--- src/rtl/int_trap_pkg.sv ---
// Shared types and constants for the interrupt/MRET trap sequencer.
package int_trap_pkg;

  typedef enum logic [1:0] {
    StIdle,
    StArm,
    StRefill
  } trap_state_e;

  localparam logic [3:0] CauseMei = 4'd11;
  localparam logic [3:0] CauseMsi = 4'd3;
  localparam logic [3:0] CauseMti = 4'd7;

  // mcause interrupt flag sits in the top bit of the datapath
  function automatic int unsigned mcause_int_bit(int unsigned xlen);
    return xlen - 1;
  endfunction

endpackage

--- src/rtl/int_trap_sequencer_if.sv ---
// Bundle of interrupt inputs, MEM-stage status and trap/CSR outputs of the sequencer.
interface int_trap_sequencer_if #(
  parameter int unsigned XLEN = 32
);
  logic            irq_ext;
  logic            irq_sw;
  logic            irq_timer;
  logic [2:0]      mie_bits;
  logic            mstatus_mie;
  logic [XLEN-1:0] mtvec;
  logic [XLEN-1:0] mepc_csr;
  logic            valid_mem;
  logic [XLEN-1:0] pc_mem;
  logic            mret_mem;
  logic            stall_pipl;

  logic            interrupt;
  logic            mret_type;
  logic [XLEN-1:0] redirect_pc;
  logic            csr_trap_we;
  logic [XLEN-1:0] csr_mepc_wdata;
  logic [XLEN-1:0] csr_mcause_wdata;
  logic            csr_mret_we;
  logic            busy;

  modport master (
    input  irq_ext, irq_sw, irq_timer, mie_bits, mstatus_mie, mtvec, mepc_csr,
    input  valid_mem, pc_mem, mret_mem, stall_pipl,
    output interrupt, mret_type, redirect_pc, csr_trap_we, csr_mepc_wdata,
    output csr_mcause_wdata, csr_mret_we, busy
  );

  modport slave (
    output irq_ext, irq_sw, irq_timer, mie_bits, mstatus_mie, mtvec, mepc_csr,
    output valid_mem, pc_mem, mret_mem, stall_pipl,
    input  interrupt, mret_type, redirect_pc, csr_trap_we, csr_mepc_wdata,
    input  csr_mcause_wdata, csr_mret_we, busy
  );
endinterface

--- src/rtl/int_irq_priority.sv ---
// Masked 3-source machine interrupt priority encoder: ext > sw > timer.
module int_irq_priority
  import int_trap_pkg::*;
(
  input  logic       irq_ext_i,
  input  logic       irq_sw_i,
  input  logic       irq_timer_i,
  input  logic [2:0] mie_bits_i,
  input  logic       mstatus_mie_i,
  output logic       pend_o,
  output logic [3:0] cause_o
);

  logic [2:0] masked;

  assign masked = {irq_ext_i, irq_sw_i, irq_timer_i} & mie_bits_i;
  assign pend_o = (|masked) & mstatus_mie_i;

  always_comb begin
    cause_o = 4'd0;
    if (masked[2]) begin
      cause_o = CauseMei;
    end else if (masked[1]) begin
      cause_o = CauseMsi;
    end else if (masked[0]) begin
      cause_o = CauseMti;
    end
  end

endmodule

--- src/rtl/int_trap_sequencer.sv ---
// Interrupt/MRET sequencer: picks a precise MEM-stage squash point and pulses redirect + CSR strobes.
// Optional macro INT_TRAP_VECTORED_EN enables vectored mtvec (mode 2'b01) targets.
module int_trap_sequencer
  import int_trap_pkg::*;
#(
  parameter int unsigned XLEN          = 32,
  parameter int unsigned REFILL_CYCLES = 4
) (
  input logic clk,
  input logic reset,
  int_trap_sequencer_if.master bus_io
);

  localparam int unsigned McauseIntBit = mcause_int_bit(XLEN);
  localparam logic [3:0]  RefillInit   = 4'(REFILL_CYCLES - 1);

  trap_state_e state_q, state_d;
  logic [3:0]  cnt_q, cnt_d;

  logic       pend;
  logic [3:0] cause;
  logic       take_ok;
  logic       trap_fire;
  logic       mret_fire;
  logic [XLEN-1:0] trap_base;
  logic [XLEN-1:0] trap_target;

  int_irq_priority u_prio (
    .irq_ext_i     (bus_io.irq_ext),
    .irq_sw_i      (bus_io.irq_sw),
    .irq_timer_i   (bus_io.irq_timer),
    .mie_bits_i    (bus_io.mie_bits),
    .mstatus_mie_i (bus_io.mstatus_mie),
    .pend_o        (pend),
    .cause_o       (cause)
  );

  // Bubbles and stalled slots carry no precise PC, so never act on them.
  assign take_ok = bus_io.valid_mem & ~bus_io.stall_pipl;

  always_ff @(posedge clk) begin
    if (reset) begin
      state_q <= StIdle;
      cnt_q   <= '0;
    end else begin
      state_q <= state_d;
      cnt_q   <= cnt_d;
    end
  end

  always_comb begin
    state_d   = state_q;
    cnt_d     = cnt_q;
    trap_fire = 1'b0;
    mret_fire = 1'b0;
    unique case (state_q)
      StIdle: begin
        if (pend) begin
          state_d = StArm;
        end else if (bus_io.mret_mem && take_ok) begin
          mret_fire = 1'b1;
          state_d   = StRefill;
          cnt_d     = RefillInit;
        end
      end
      StArm: begin
        // MRET wins; the still-pending interrupt is re-evaluated after refill.
        if (bus_io.mret_mem && take_ok) begin
          mret_fire = 1'b1;
          state_d   = StRefill;
          cnt_d     = RefillInit;
        end else if (!pend) begin
          state_d = StIdle;
        end else if (take_ok) begin
          trap_fire = 1'b1;
          state_d   = StRefill;
          cnt_d     = RefillInit;
        end
      end
      StRefill: begin
        if (cnt_q == 4'd0) begin
          state_d = StIdle;
        end else begin
          cnt_d = cnt_q - 4'd1;
        end
      end
      default: state_d = StIdle;
    endcase
  end

  assign trap_base = {bus_io.mtvec[XLEN-1:2], 2'b00};

  always_comb begin
    trap_target = trap_base;
`ifdef INT_TRAP_VECTORED_EN
    if (bus_io.mtvec[1:0] == 2'b01) begin
      trap_target = trap_base + (XLEN'(cause) << 2);
    end
`endif
  end

  always_comb begin
    bus_io.interrupt        = 1'b0;
    bus_io.mret_type        = 1'b0;
    bus_io.redirect_pc      = '0;
    bus_io.csr_trap_we      = 1'b0;
    bus_io.csr_mepc_wdata   = '0;
    bus_io.csr_mcause_wdata = '0;
    bus_io.csr_mret_we      = 1'b0;
    bus_io.busy             = 1'b0;
    if (!reset) begin
      bus_io.busy = (state_q != StIdle);
      if (trap_fire) begin
        bus_io.interrupt                      = 1'b1;
        bus_io.csr_trap_we                    = 1'b1;
        bus_io.redirect_pc                    = trap_target;
        bus_io.csr_mepc_wdata                 = bus_io.pc_mem;
        bus_io.csr_mcause_wdata[3:0]          = cause;
        bus_io.csr_mcause_wdata[McauseIntBit] = 1'b1;
      end else if (mret_fire) begin
        bus_io.mret_type   = 1'b1;
        bus_io.csr_mret_we = 1'b1;
        bus_io.redirect_pc = bus_io.mepc_csr;
      end
    end
  end

endmodule
--- src/flat_wrapper.sv ---
// flat-port wrapper written by rule: the top's interface ports become plain ports
module int_trap_sequencer_flat import int_trap_pkg::*;
#(
  parameter int unsigned XLEN          = 32,
  parameter int unsigned REFILL_CYCLES = 4
)
  (clk, reset, bus_io_irq_ext, bus_io_irq_sw, bus_io_irq_timer, bus_io_mie_bits, bus_io_mstatus_mie, bus_io_mtvec, bus_io_mepc_csr, bus_io_valid_mem, bus_io_pc_mem, bus_io_mret_mem, bus_io_stall_pipl, bus_io_interrupt, bus_io_mret_type, bus_io_redirect_pc, bus_io_csr_trap_we, bus_io_csr_mepc_wdata, bus_io_csr_mcause_wdata, bus_io_csr_mret_we, bus_io_busy);
  int_trap_sequencer_if #(.XLEN(XLEN)) bus_io_i ();
  input logic clk;
  input logic reset;
  input wire logic [$bits(bus_io_i.irq_ext)-1:0] bus_io_irq_ext;
  input wire logic [$bits(bus_io_i.irq_sw)-1:0] bus_io_irq_sw;
  input wire logic [$bits(bus_io_i.irq_timer)-1:0] bus_io_irq_timer;
  input wire logic [$bits(bus_io_i.mie_bits)-1:0] bus_io_mie_bits;
  input wire logic [$bits(bus_io_i.mstatus_mie)-1:0] bus_io_mstatus_mie;
  input wire logic [$bits(bus_io_i.mtvec)-1:0] bus_io_mtvec;
  input wire logic [$bits(bus_io_i.mepc_csr)-1:0] bus_io_mepc_csr;
  input wire logic [$bits(bus_io_i.valid_mem)-1:0] bus_io_valid_mem;
  input wire logic [$bits(bus_io_i.pc_mem)-1:0] bus_io_pc_mem;
  input wire logic [$bits(bus_io_i.mret_mem)-1:0] bus_io_mret_mem;
  input wire logic [$bits(bus_io_i.stall_pipl)-1:0] bus_io_stall_pipl;
  output wire logic [$bits(bus_io_i.interrupt)-1:0] bus_io_interrupt;
  output wire logic [$bits(bus_io_i.mret_type)-1:0] bus_io_mret_type;
  output wire logic [$bits(bus_io_i.redirect_pc)-1:0] bus_io_redirect_pc;
  output wire logic [$bits(bus_io_i.csr_trap_we)-1:0] bus_io_csr_trap_we;
  output wire logic [$bits(bus_io_i.csr_mepc_wdata)-1:0] bus_io_csr_mepc_wdata;
  output wire logic [$bits(bus_io_i.csr_mcause_wdata)-1:0] bus_io_csr_mcause_wdata;
  output wire logic [$bits(bus_io_i.csr_mret_we)-1:0] bus_io_csr_mret_we;
  output wire logic [$bits(bus_io_i.busy)-1:0] bus_io_busy;
  assign bus_io_i.irq_ext = bus_io_irq_ext;
  assign bus_io_i.irq_sw = bus_io_irq_sw;
  assign bus_io_i.irq_timer = bus_io_irq_timer;
  assign bus_io_i.mie_bits = bus_io_mie_bits;
  assign bus_io_i.mstatus_mie = bus_io_mstatus_mie;
  assign bus_io_i.mtvec = bus_io_mtvec;
  assign bus_io_i.mepc_csr = bus_io_mepc_csr;
  assign bus_io_i.valid_mem = bus_io_valid_mem;
  assign bus_io_i.pc_mem = bus_io_pc_mem;
  assign bus_io_i.mret_mem = bus_io_mret_mem;
  assign bus_io_i.stall_pipl = bus_io_stall_pipl;
  assign bus_io_interrupt = bus_io_i.interrupt;
  assign bus_io_mret_type = bus_io_i.mret_type;
  assign bus_io_redirect_pc = bus_io_i.redirect_pc;
  assign bus_io_csr_trap_we = bus_io_i.csr_trap_we;
  assign bus_io_csr_mepc_wdata = bus_io_i.csr_mepc_wdata;
  assign bus_io_csr_mcause_wdata = bus_io_i.csr_mcause_wdata;
  assign bus_io_csr_mret_we = bus_io_i.csr_mret_we;
  assign bus_io_busy = bus_io_i.busy;
  int_trap_sequencer #(.XLEN(XLEN), .REFILL_CYCLES(REFILL_CYCLES)) u_core (.clk(clk), .reset(reset), .bus_io(bus_io_i));
endmodule
--- config.mk ---
export PLATFORM = sky130hd
export DESIGN_NAME = int_trap_sequencer_flat
export DESIGN_NICKNAME = d
export VERILOG_FILES = /design/src/rtl/int_trap_pkg.sv /design/src/rtl/int_trap_sequencer_if.sv /design/src/rtl/int_irq_priority.sv /design/src/rtl/int_trap_sequencer.sv /design/src/flat_wrapper.sv
export SDC_FILE = /design/constraint.sdc
export NUM_CORES = 1
export LEC_CHECK = 0
export ABC_AREA = 1
export BUFFER_PORTS_ARGS = -buffer_cell sky130_fd_sc_hd__buf_2
export CORE_AREA = 2 2 81 83
export CTS_CLUSTER_DIAMETER = 30
export DETAILED_ROUTE_END_ITERATION = 10
export DIE_AREA = 0 0 83 85
export PLACE_DENSITY = 0.66
export SLEW_MARGIN = 20
export SYNTH_ARGS = -nofsm -noshare
export SYNTH_HDL_FRONTEND = slang
export SYNTH_SLANG_ARGS = --single-unit
--- constraint.sdc ---
create_clock -name clk -period 2 [get_ports clk]
set_clock_uncertainty 0.2 [all_clocks]
set_input_delay 0.2 -clock clk [delete_from_list [all_inputs] [get_ports clk]]
set_output_delay 0.2 -clock clk [all_outputs]
set_load 0.02 [all_outputs]
==> results.yml <==
sta:
  slew_viol_final: 0
  rsz0062_at_grt: "yes"
  fin_crit_ps: 1980
  holdWs_ps: 156
  fmax_mhz: 504
  finalCritPeriodShare_pct: 99.1
  hold_violations: 0
  setup_viol: 0
detailed_routing:
  postRouteWirelength_um: 5920
  wl_per_cell_um: 10.8
  dr.pass1.iters: 4
  vias: 2200
  postRouteAntennaNets: 0
  vias_per_cell: 4.02
  drtIter0Drc: 40
  drc: 0
global_route:
  grt_pass1_vias: 1863
  grt_overflow_total: 0
  grt_first_pass_wirelength_um: 7690
  antenna_found_initial: 0
  grt_use_total_pct: 12.5
  grt_max_degree: 33
clock_network:
  cts_tree: "built"
  clk_pin_slew_ps: 30
  clock_sinks: 6
  cts_buffer_depth: 2
  cts-root-buf: "clkbuf_8"
  cts_made_buffers: 3
  htreeDepth: 1
  insertion_delay_ps: 220
critical_path:
  crit_chain: "inv_2 -> nor2_2 -> nand2_1 -> nor3_2 -> nand2_2 -> clkinv_4 -> clkbuf_16 -> nand2_1 -> nand2_1 -> buf_6"
  crit_top_cell: "nand2_1"
  max_stage_delay_ps: 330
  rrSetupSlack_ps: 390
  required_ps: 1600
  cp-start-kind: "register"
  crit_fanout: 6
  r2r_end: "u_core.cnt_q[0]"
  r2r-start: "u_core.state_q[1]"
  cp_slowest_cell: "dfxtp_2"
  reg2regPathDepth: 7
  cp.arrival_ps: 1580
  criticalPathCategory: "reg2out"
  end_kind: "output pin"
placed_design:
  gp_congestion: 0.851
  place_hpwl_um: 3990
  portBuffers: 179
  place_area_mm2: 0.00222
power_and_ir_drop:
  p_seq_share_pct: 20.9
  cellPowerDensity_mw_per_mm2: 249
  clkPwrFrac_pct: 24.5
  internal-power_uw: 428
  power_frac_comb_pct: 54.7
  swShare_pct: 39.5
  p_leak_uw: 0.00193
  switchingPower_uw: 279
  ir_drop_mv: 0.359
floorplan:
  die_area_mm2: 0.00706
  num_rows: 29
  io_pins: 209
  die_width_um: 83
  die_h_um: 85
  start_util_pct: 21.9
  core_area_mm2: 0.00620
synth:
  syn_area_per_cell_um2: 4.79
  ys_types: 19
  synthFlopType: "dfxtp_1"
  yosysTopAreaCellShare_pct: 31.0
  syn_inst: 283
  netlist_top_cells_area: "nand2_1 31%, buf_4 17%, nor2_1 14%"
  synthArstFlopShare_pct: 0
  yosysMostFrequentCell: "nand2_1"
  synth_common_cells: "112 x nand2_1, 51 x nor2_1, 47 x inv_1, 31 x buf_4, 9 x nand3_1"
  synth_seq_area_share_pct: 8.86
  synth_warnings: 0
  syn_area_mm2: 0.00136
  yosys.area.top_type: "nand2_1"
  ys_seq_elements: 6
  synth_edf_count: 0
final_layout:
  finalNetCount: 581
  fillCellCount: 638
  final_area_mm2: 0.00284
  area_growth_pct: 109
  multi_input_area_mm2: 0.00101
  drive_gt1_share_pct: 53.0
  ff_latch_area_um2: 121
  final_core_util_pct: 45.7
  n_antenna_cell: 0
min_path:
  holdPathStages: 4
  holdPathEnd: "u_core.cnt_q[0]"
  worstHoldPathType: "in2reg"
  hp-start: "reset"
flow_run:
  max-cap-violations: 0
outcome:
  outcome: "finished clean"
-- stage by stage --
step / cells / power [uW] / TNS (ps) / setup slack, ps
final: 547 / 706 / 0 / 17.2
after global routing: 547 / 767 / -1570 / -67.7
after CTS: 538 / 668 / 0 / 17.7
after detailed placement: 531 / 484 / 0 / 118
after global placement: 531 / 479 / 0 / 148
after floorplan: 309 / 381 / 0 / 227
-- critical path: cells and delay by family, from the launching register on --
kind,cells,cell delay (ps)
buffers and inverters,4,490
flip-flops,1,330
AND/OR/NAND/NOR,6,540
-- placed cells by master, fill, tap and decap left out --
cell / Yosys / final
buf_12: 0 / 2
clkinv_4: 0 / 1
buf_8: 0 / 1
nor2_1: 51 / 48
nand3_1: 9 / 8
buf_16: 0 / 1
o21ai_0: 1 / 1
buf_4: 31 / 16
clkbuf_16: 0 / 5
inv_1: 47 / 47
buf_6: 3 / 28
dfxtp_2: 0 / 1
nor3_2: 1 / 3
nand4_1: 4 / 4
a21oi_1: 2 / 2
nand2_1: 112 / 76
inv_4: 0 / 1
nand2_4: 0 / 7
nor2_2: 1 / 2
nand3_2: 0 / 1
nor2_4: 0 / 2
nand2_2: 1 / 30
conb_1: 1 / 27
clkbuf_8: 0 / 3
inv_2: 3 / 1
ha_1: 1 / 1
buf_2: 6 / 144
dfxtp_1: 6 / 5
and3_1: 1 / 1
dlygate4sd3_1: 0 / 1
-- logic make-up after synthesis --
group,synth area share (%)
buf+inv,35.7
flops,8.86
compound gates,1.11
simple gates,53.1
fa+ha+maj,0.922
other cells,0.276
-- timing repair --
action | CTS | global route
endpoints found under the setup margin | 61 | 67
hold endpoints to repair | 2 | 0
gates cloned | 1 | 6
pin swaps | 1 | 14
buffers inserted | 2 | 3
resized for setup | 11 | 109
hold buffers | 1 | 0
-- worst max path at each step --
stage	start	end	slack [ps]	cells after the start
after floorplan	u_core.state_q[0]	bus_io_csr_mcause_wdata[31]	230	8
after global placement	u_core.state_q[0]	bus_io_csr_mepc_wdata[13]	150	8
after detailed placement	u_core.state_q[0]	bus_io_redirect_pc[16]	120	10
after CTS	u_core.state_q[1]	bus_io_redirect_pc[22]	20	8
after global routing	u_core.state_q[1]	bus_io_redirect_pc[4]	-70	8
final	u_core.state_q[0]	bus_io_redirect_pc[14]	20	10
-- final cells by class --
cell class | instances | share of cell area (%)
clock buffers | 3 | 1.46
inverters | 50 | 6.88
multi-input cells | 213 | 35.5
flip-flops and latches | 6 | 4.28
well taps | 77 | 3.40
repair buffers | 198 | 48.5
-- per-layer routing --
layer  up-vias  track usage (%)  routed length (um)
met4         0             2.24                  60
met3         6             2.82                 463
met2       109             25.4                3270
met1       949             13.0                2130
li1       1136                -                   -
met5         -                0                   0
-- registers in the layout, summed over array words and instances (netlist names) --
name and count:
u_core.cnt_q 4, u_core.state_q 2
-- power by group through the flow --
stage	clock network, uW	registers, uW	logic [uW]
3_5_place_dp	0	149	335
5_1_grt	189	149	429
6_report	173	147	386
2_1_floorplan	0	148	233
4_1_cts	179	147	342
3_3_place_gp	0	148	331
Power figures use the tool's default switching activity.
